<file path="src/rtl/seg7_pkg.sv">
// Shared constants for the 7-segment digit counter: segment patterns and digit range.
// Latency: n/a (constants only).
// Backpressure: n/a.
package seg7_pkg;

    // Segment patterns, active-high, bit0 = a .. bit6 = g.
    localparam logic [6:0] SEG_0    = 7'h3F;
    localparam logic [6:0] SEG_1    = 7'h06;
    localparam logic [6:0] SEG_2    = 7'h5B;
    localparam logic [6:0] SEG_3    = 7'h4F;
    localparam logic [6:0] SEG_4    = 7'h66;
    localparam logic [6:0] SEG_5    = 7'h6D;
    localparam logic [6:0] SEG_6    = 7'h7D;
    localparam logic [6:0] SEG_7    = 7'h07;
    localparam logic [6:0] SEG_8    = 7'h7F;
    localparam logic [6:0] SEG_9    = 7'h6F;
    localparam logic [6:0] SEG_DASH = 7'h40;

    localparam logic [3:0] DIGIT_MAX = 4'd9;

endpackage

</file>
<file path="src/rtl/seg7_decoder.sv">
// Combinational BCD digit to 7-segment pattern decoder; out-of-range values show a dash.
// Latency: 0 cycles (purely combinational).
// Backpressure: none.
//
// Ports:
//   digit    in  4  value to display
//   pattern  out 7  segment pattern, active-high, bit0 = a .. bit6 = g
module seg7_decoder
    import seg7_pkg::*;
(
    input  logic [3:0] digit,
    output logic [6:0] pattern
);

    always_comb begin
        pattern = SEG_DASH;
        case (digit)
            4'd0: pattern = SEG_0;
            4'd1: pattern = SEG_1;
            4'd2: pattern = SEG_2;
            4'd3: pattern = SEG_3;
            4'd4: pattern = SEG_4;
            4'd5: pattern = SEG_5;
            4'd6: pattern = SEG_6;
            4'd7: pattern = SEG_7;
            4'd8: pattern = SEG_8;
            4'd9: pattern = SEG_9;
            default: pattern = SEG_DASH;
        endcase
    end

endmodule

</file>
<file path="src/rtl/seg7_digit_counter.sv">
// Prescaled decimal up/down counter with pause and parallel load, driving a 7-segment display.
// Latency: digit and tick update on the terminal edge; segments and dp follow digit one clock later.
// Backpressure: none; ena=0 freezes every register, run=0 pauses prescaler and digit.
//
// Ports:
//   clk, rst           clock (rising edge), asynchronous active-high reset
//   ena                global enable; 0 holds all state and forces tick low
//   run                1 = prescaler advances, 0 = pause
//   up                 count direction, sampled only on step edges
//   load, load_val     synchronous load strobe and value (10..15 load as 0)
//   div_sel            speed-up, period = max(MAX_COUNT >> div_sel, 1)
//   segments, dp       registered display drive
//   digit              current count value 0..9
//   tick               one-cycle pulse per prescaler terminal event
module seg7_digit_counter
    import seg7_pkg::*;
#(
    parameter int MAX_COUNT = 10_000_000,
    parameter int PRE_W     = 24
) (
    input  logic       clk,
    input  logic       rst,
    input  logic       ena,
    input  logic       run,
    input  logic       up,
    input  logic       load,
    input  logic [3:0] load_val,
    input  logic [2:0] div_sel,
    output logic [6:0] segments,
    output logic       dp,
    output logic [3:0] digit,
    output logic       tick
);

    localparam logic [PRE_W-1:0] MAX_P = PRE_W'(MAX_COUNT);

    logic [PRE_W-1:0] prescaler;
    logic [PRE_W-1:0] shifted;
    logic [PRE_W-1:0] period_m1;
    logic             terminal;
    logic             stepped;     // a digit step happened on the previous enabled edge
    logic [6:0]       pattern;
    logic [3:0]       load_digit;
    logic [3:0]       step_digit;

    // Terminal compare uses >= so that shrinking the period via div_sel can
    // never leave the prescaler stranded above the new terminal value.
    always_comb begin
        shifted   = MAX_P >> div_sel;
        period_m1 = (shifted == '0) ? '0 : shifted - 1'b1;
        terminal  = run && (prescaler >= period_m1);
    end

    always_comb begin
        load_digit = (load_val > DIGIT_MAX) ? 4'd0 : load_val;
        if (up) begin
            step_digit = (digit == DIGIT_MAX) ? 4'd0 : digit + 4'd1;
        end else begin
            step_digit = (digit == 4'd0) ? DIGIT_MAX : digit - 4'd1;
        end
    end

    seg7_decoder u_decoder (
        .digit   (digit),
        .pattern (pattern)
    );

    always_ff @(posedge clk or posedge rst) begin
        if (rst) begin
            prescaler <= '0;
            digit     <= 4'd0;
            tick      <= 1'b0;
            dp        <= 1'b0;
            stepped   <= 1'b0;
            segments  <= SEG_0;
        end else if (!ena) begin
            tick <= 1'b0;
        end else begin
            tick     <= terminal;
            // Display path lags the digit register by one enabled clock.
            segments <= pattern;
            dp       <= dp ^ stepped;
            stepped  <= 1'b0;

            if (run) begin
                prescaler <= terminal ? '0 : prescaler + 1'b1;
            end

            // Load wins over a step on the same edge; tick is unaffected.
            if (load) begin
                digit     <= load_digit;
                prescaler <= '0;
            end else if (terminal) begin
                digit   <= step_digit;
                stepped <= 1'b1;
            end
        end
    end

endmodule

</file>
<file path="config.mk">
export PLATFORM = sky130hd
export DESIGN_NAME = seg7_digit_counter
export DESIGN_NICKNAME = d
export VERILOG_FILES = /design/src/rtl/seg7_pkg.sv /design/src/rtl/seg7_decoder.sv /design/src/rtl/seg7_digit_counter.sv
export SDC_FILE = /design/constraint.sdc
export NUM_CORES = 1
export LEC_CHECK = 0
export BUFFER_PORTS_ARGS = -buffer_cell sky130_fd_sc_hd__buf_2
export CORE_MARGIN = 3
export CORE_UTILIZATION = 39
export DETAILED_ROUTE_END_ITERATION = 8
export PLACE_DENSITY_LB_ADDON = 0.25
export RECOVER_POWER = 50
export SLEW_MARGIN = 40
export SYNTH_ARGS = -nofsm -noshare
export SYNTH_HDL_FRONTEND = slang
export SYNTH_SLANG_ARGS = --single-unit
</file>
<file path="constraint.sdc">
create_clock -name clk -period 3.81 [get_ports clk]
set_input_delay 0.381 -clock clk [delete_from_list [all_inputs] [get_ports clk]]
set_output_delay 0.381 -clock clk [all_outputs]
set_load 0.05 [all_outputs]
</file>
==> metrics.txt <==
synth warn 0; Reg power frac 37.3%; via count of the first global-routing pass 2760; final wirelength 7.49 mm; chip height 97.9 um; die width 97.9 um; number of buffers inserted by hold repair at cts 0; peak fanout along the critical path 20; peak supply drop 0.388 mV; H-tree levels 2; switch share 42.4%; Hold Crit Start run; Routability Congestion 0.910; met3 WL post-DR 299 um; input/output buffers 25; crit path cell chain buf_2 > inv_1 > ha_1 > buf_4 > xnor2_1 > nand2_1 > a21oi_1 > o32ai_1 > a21oi_1 > mux2i_1 > ha_1 > a21oi_1 > o21ai_0 > a22oi_1 > nand3_1 > o31a_4 > buf_4 > nor2_1; GR Util All Layers 16.3%; critical path arrival 3.68 ns; count of endpoints failing setup in the final report 0; net count after synthesis 444; final-stage net count 474; fmax 288 MHz; maximum number of pins on one net before global-route repair 39; final cycle utilization of the critical path 91.0%; layout cell share with drive strength beyond 1 14.3%; critical path endpoint category register; CTS Buf Count 5; number of placed instances with taps included 513; post-layout instance count excluding filler cells 521; slowest stage cell on the critical path o31a_4; result of the run complete, but fails checks; core box area 0.00797 sq mm; Residual DRC 0; Area after DPL 0.00357 sq mm; startpoint type of the worst setup path primary input; setup slack on the worst flop-to-flop path 1.51 ns; Least-Margin Pin Slew 1.97 ns; synthesized cell area 0.00329 sq mm; Fin Setup TNS 0 ns; number of filler cells placed in the layout 781; instance count along the most critical hold path 3; most frequent cell on the critical path a21oi_1; Post-DP HPWL 5.72 mm; wire length per cell 14.4 um; clock latency on the worst-skew pair 0.29 ns; proportion of synthesized flip-flops having asynchronous set or reset 100%; sequential cell area fraction in the yosys report 29.1%; P_int 0.000830 W; EDFF count, synth 0; row count 32; Final Instance Area 0.00366 sq mm; Max-cap violations 1; power share of the clock group 19.9%; global-route wire length before repair 13.2 mm; Required @ worst endpoint 4.03 ns; leakage power 1.74 nW; total of cells resized after clock tree synthesis 0; net switching power 0.000612 W; WP buf/inv 4; final hold violations 0; TritonCTS clock tree yes; met2 WL post-DR 3.43 mm; category of the most critical setup path primary input to register; power per cell area 394 mW/mm^2; relative contribution of combinational cells to total power 42.7%; Hold WC Path Type primary input to register; ports placed on the boundary 26; Clock Sink Count 38; largest stage delay on the critical path 0.39 ns; Reg2Reg Launch Point prescaler[0]; CTS root buffer clkbuf_8; floorplan die area 0.00958 sq mm; dominant delay contributor by cell family on the critical path compound AO/OA/AOI/OAI gates; number of synthesized register bits 38; number of setup buffers added after CTS 0; Post-Synthesis Mean Instance Area 8.49 sq um; CTS max path bufs 2; Layout Skew 0.00991 ns; total grt overflow 0; antenna-violating nets left 0; antenna violations before repair 0; main flop type after synthesis dfrtp_1; post-synthesis cell type count 54; Final min period 3.47 ns; final standard cell utilization of the core 45.9%; clock-pin slew of the registers on the worst-case setup and hold paths 0.08 ns; failing checks capacitance limit, slew limit; initial cell density of the core 41.3%; area added between synthesis and finish 11.0%; total chip power 0.00144 W; unrepaired setup endpoints after global routing false; Slew HR -31.6%; via total after detailed routing 2821; number of instances in the synthesized netlist 388; count of cells along the worst register-to-register path 9; number of antenna cells inserted 0; Vias per Instance 5.41; TritonRoute pass-1 iters 4; Worst Hold Path EP tick; Final Slew Violations 39; Worst R2R End prescaler[17]; Top Layer Used met4; DRT iter0 DRCs 99; Routed met1 length 3.68 mm
stage by stage:
step / setup slack, ns / hold WS (ns)
finish: 0.343 / 0.402
global route: 0.0398 / 0.425
CTS: 0.344 / 0.198
detailed placement: 0.0467 / 0.468
global placement: 0.137 / 0.459
floorplan: 0.261 / 0.505
layer usage:
layer,up-vias,track usage (%)
met1,1329,23.1
met2,52,25.7
li1,1433,-
met3,7,2.86
met5,-,0
met4,0,4.58
tightest hold or removal path, cell delays in order:
cell	delay [ns]
buf_2	0.15
nand2_1	0.09
nor2_1	0.05
cell usage after synthesis, types with 3 or more instances:
library cell | count | area share (%)
nand2b_1 | 4 | 0.76
nor4_1 | 3 | 0.57
o21ai_0 | 14 | 2.1
a31oi_1 | 4 | 0.76
nor2b_1 | 4 | 0.76
nand3_1 | 17 | 2.6
inv_1 | 20 | 2.3
nand2_1 | 30 | 3.4
clkbuf_1 | 9 | 1.0
nand4_1 | 6 | 1.1
ha_1 | 43 | 16
xnor2_1 | 12 | 3.2
mux2i_1 | 5 | 1.5
and3_1 | 7 | 1.3
and4_1 | 5 | 1.3
xor2_1 | 20 | 5.3
nor2_1 | 51 | 5.8
nor3_1 | 9 | 1.4
dfstp_2 | 6 | 4.8
a21oi_1 | 30 | 4.6
o211ai_1 | 3 | 0.68
buf_2 | 5 | 0.76
mux2_4 | 3 | 1.4
o22ai_1 | 3 | 0.57
or3_1 | 4 | 0.76
dfrtp_1 | 32 | 24
o31ai_1 | 3 | 0.68
area by class of cell:
class	instances	area [sq um]	area share, %
Timing Repair Buffer	41	236	6.47
Sequential cell	38	958	26.2
Clock buffer	6	82.6	2.26
Tap cell	102	128	3.49
Multi-Input combinational cell	312	2160	59.2
Inverter	20	75.1	2.05
Clock inverter	2	12.5	0.342
kinds of logic (layout without fill, tap and decap cells):
logic type | after synthesis | count (layout) | share of synthesized area (%)
xor gates and xnor gates | 32 | 32 | 8.51
buffers and inverters | 38 | 69 | 5.20
DFF | 38 | 38 | 29.1
and+or+nand+nor | 149 | 149 | 22.0
adders and majority gates | 43 | 43 | 16.3
AOI/OAI and AO/OA | 79 | 79 | 15.6
muxes | 9 | 9 | 3.23
power groups by stage:
stage | clock network [W] | logic [W] | registers, W
6_report | 0.000287 | 0.000616 | 0.000539
4_1_cts | 0.000298 | 0.000622 | 0.000539
5_1_grt | 0.000316 | 0.000679 | 0.000551
2_1_floorplan | 0 | 0.000343 | 0.000680
3_5_place_dp | 0 | 0.000618 | 0.000544
3_3_place_gp | 0 | 0.000614 | 0.000545
placed cells by master (no fill, tap or decap), types with 12 or more instances in the layout:
cell type | synthesis | layout
buf_4 | 2 | 15
o21ai_0 | 14 | 14
buf_2 | 5 | 21
nand3_1 | 17 | 17
xnor2_1 | 12 | 12
dfrtp_1 | 32 | 32
nand2_1 | 30 | 30
a21oi_1 | 30 | 30
inv_1 | 20 | 20
xor2_1 | 20 | 20
nor2_1 | 51 | 51
ha_1 | 43 | 43
registers in the layout, summed over array words and instances, names as in the netlist:
register and flops:
tick 1, digit 4, segments 7, stepped 1, dp 1, prescaler 24
how the worst max path moves through the flow:
stage,end,cells past startpoint,slack (ns),from
after floorplan,digit[1],16,0.26,div_sel[1]
after CTS,prescaler[23],18,0.34,div_sel[0]
after global routing,prescaler[4],18,0.04,div_sel[0]
after global placement,digit[3],17,0.14,div_sel[0]
final,prescaler[17],18,0.34,div_sel[0]
after detailed placement,digit[1],17,0.05,div_sel[0]
Power figures use the tool's default switching activity.
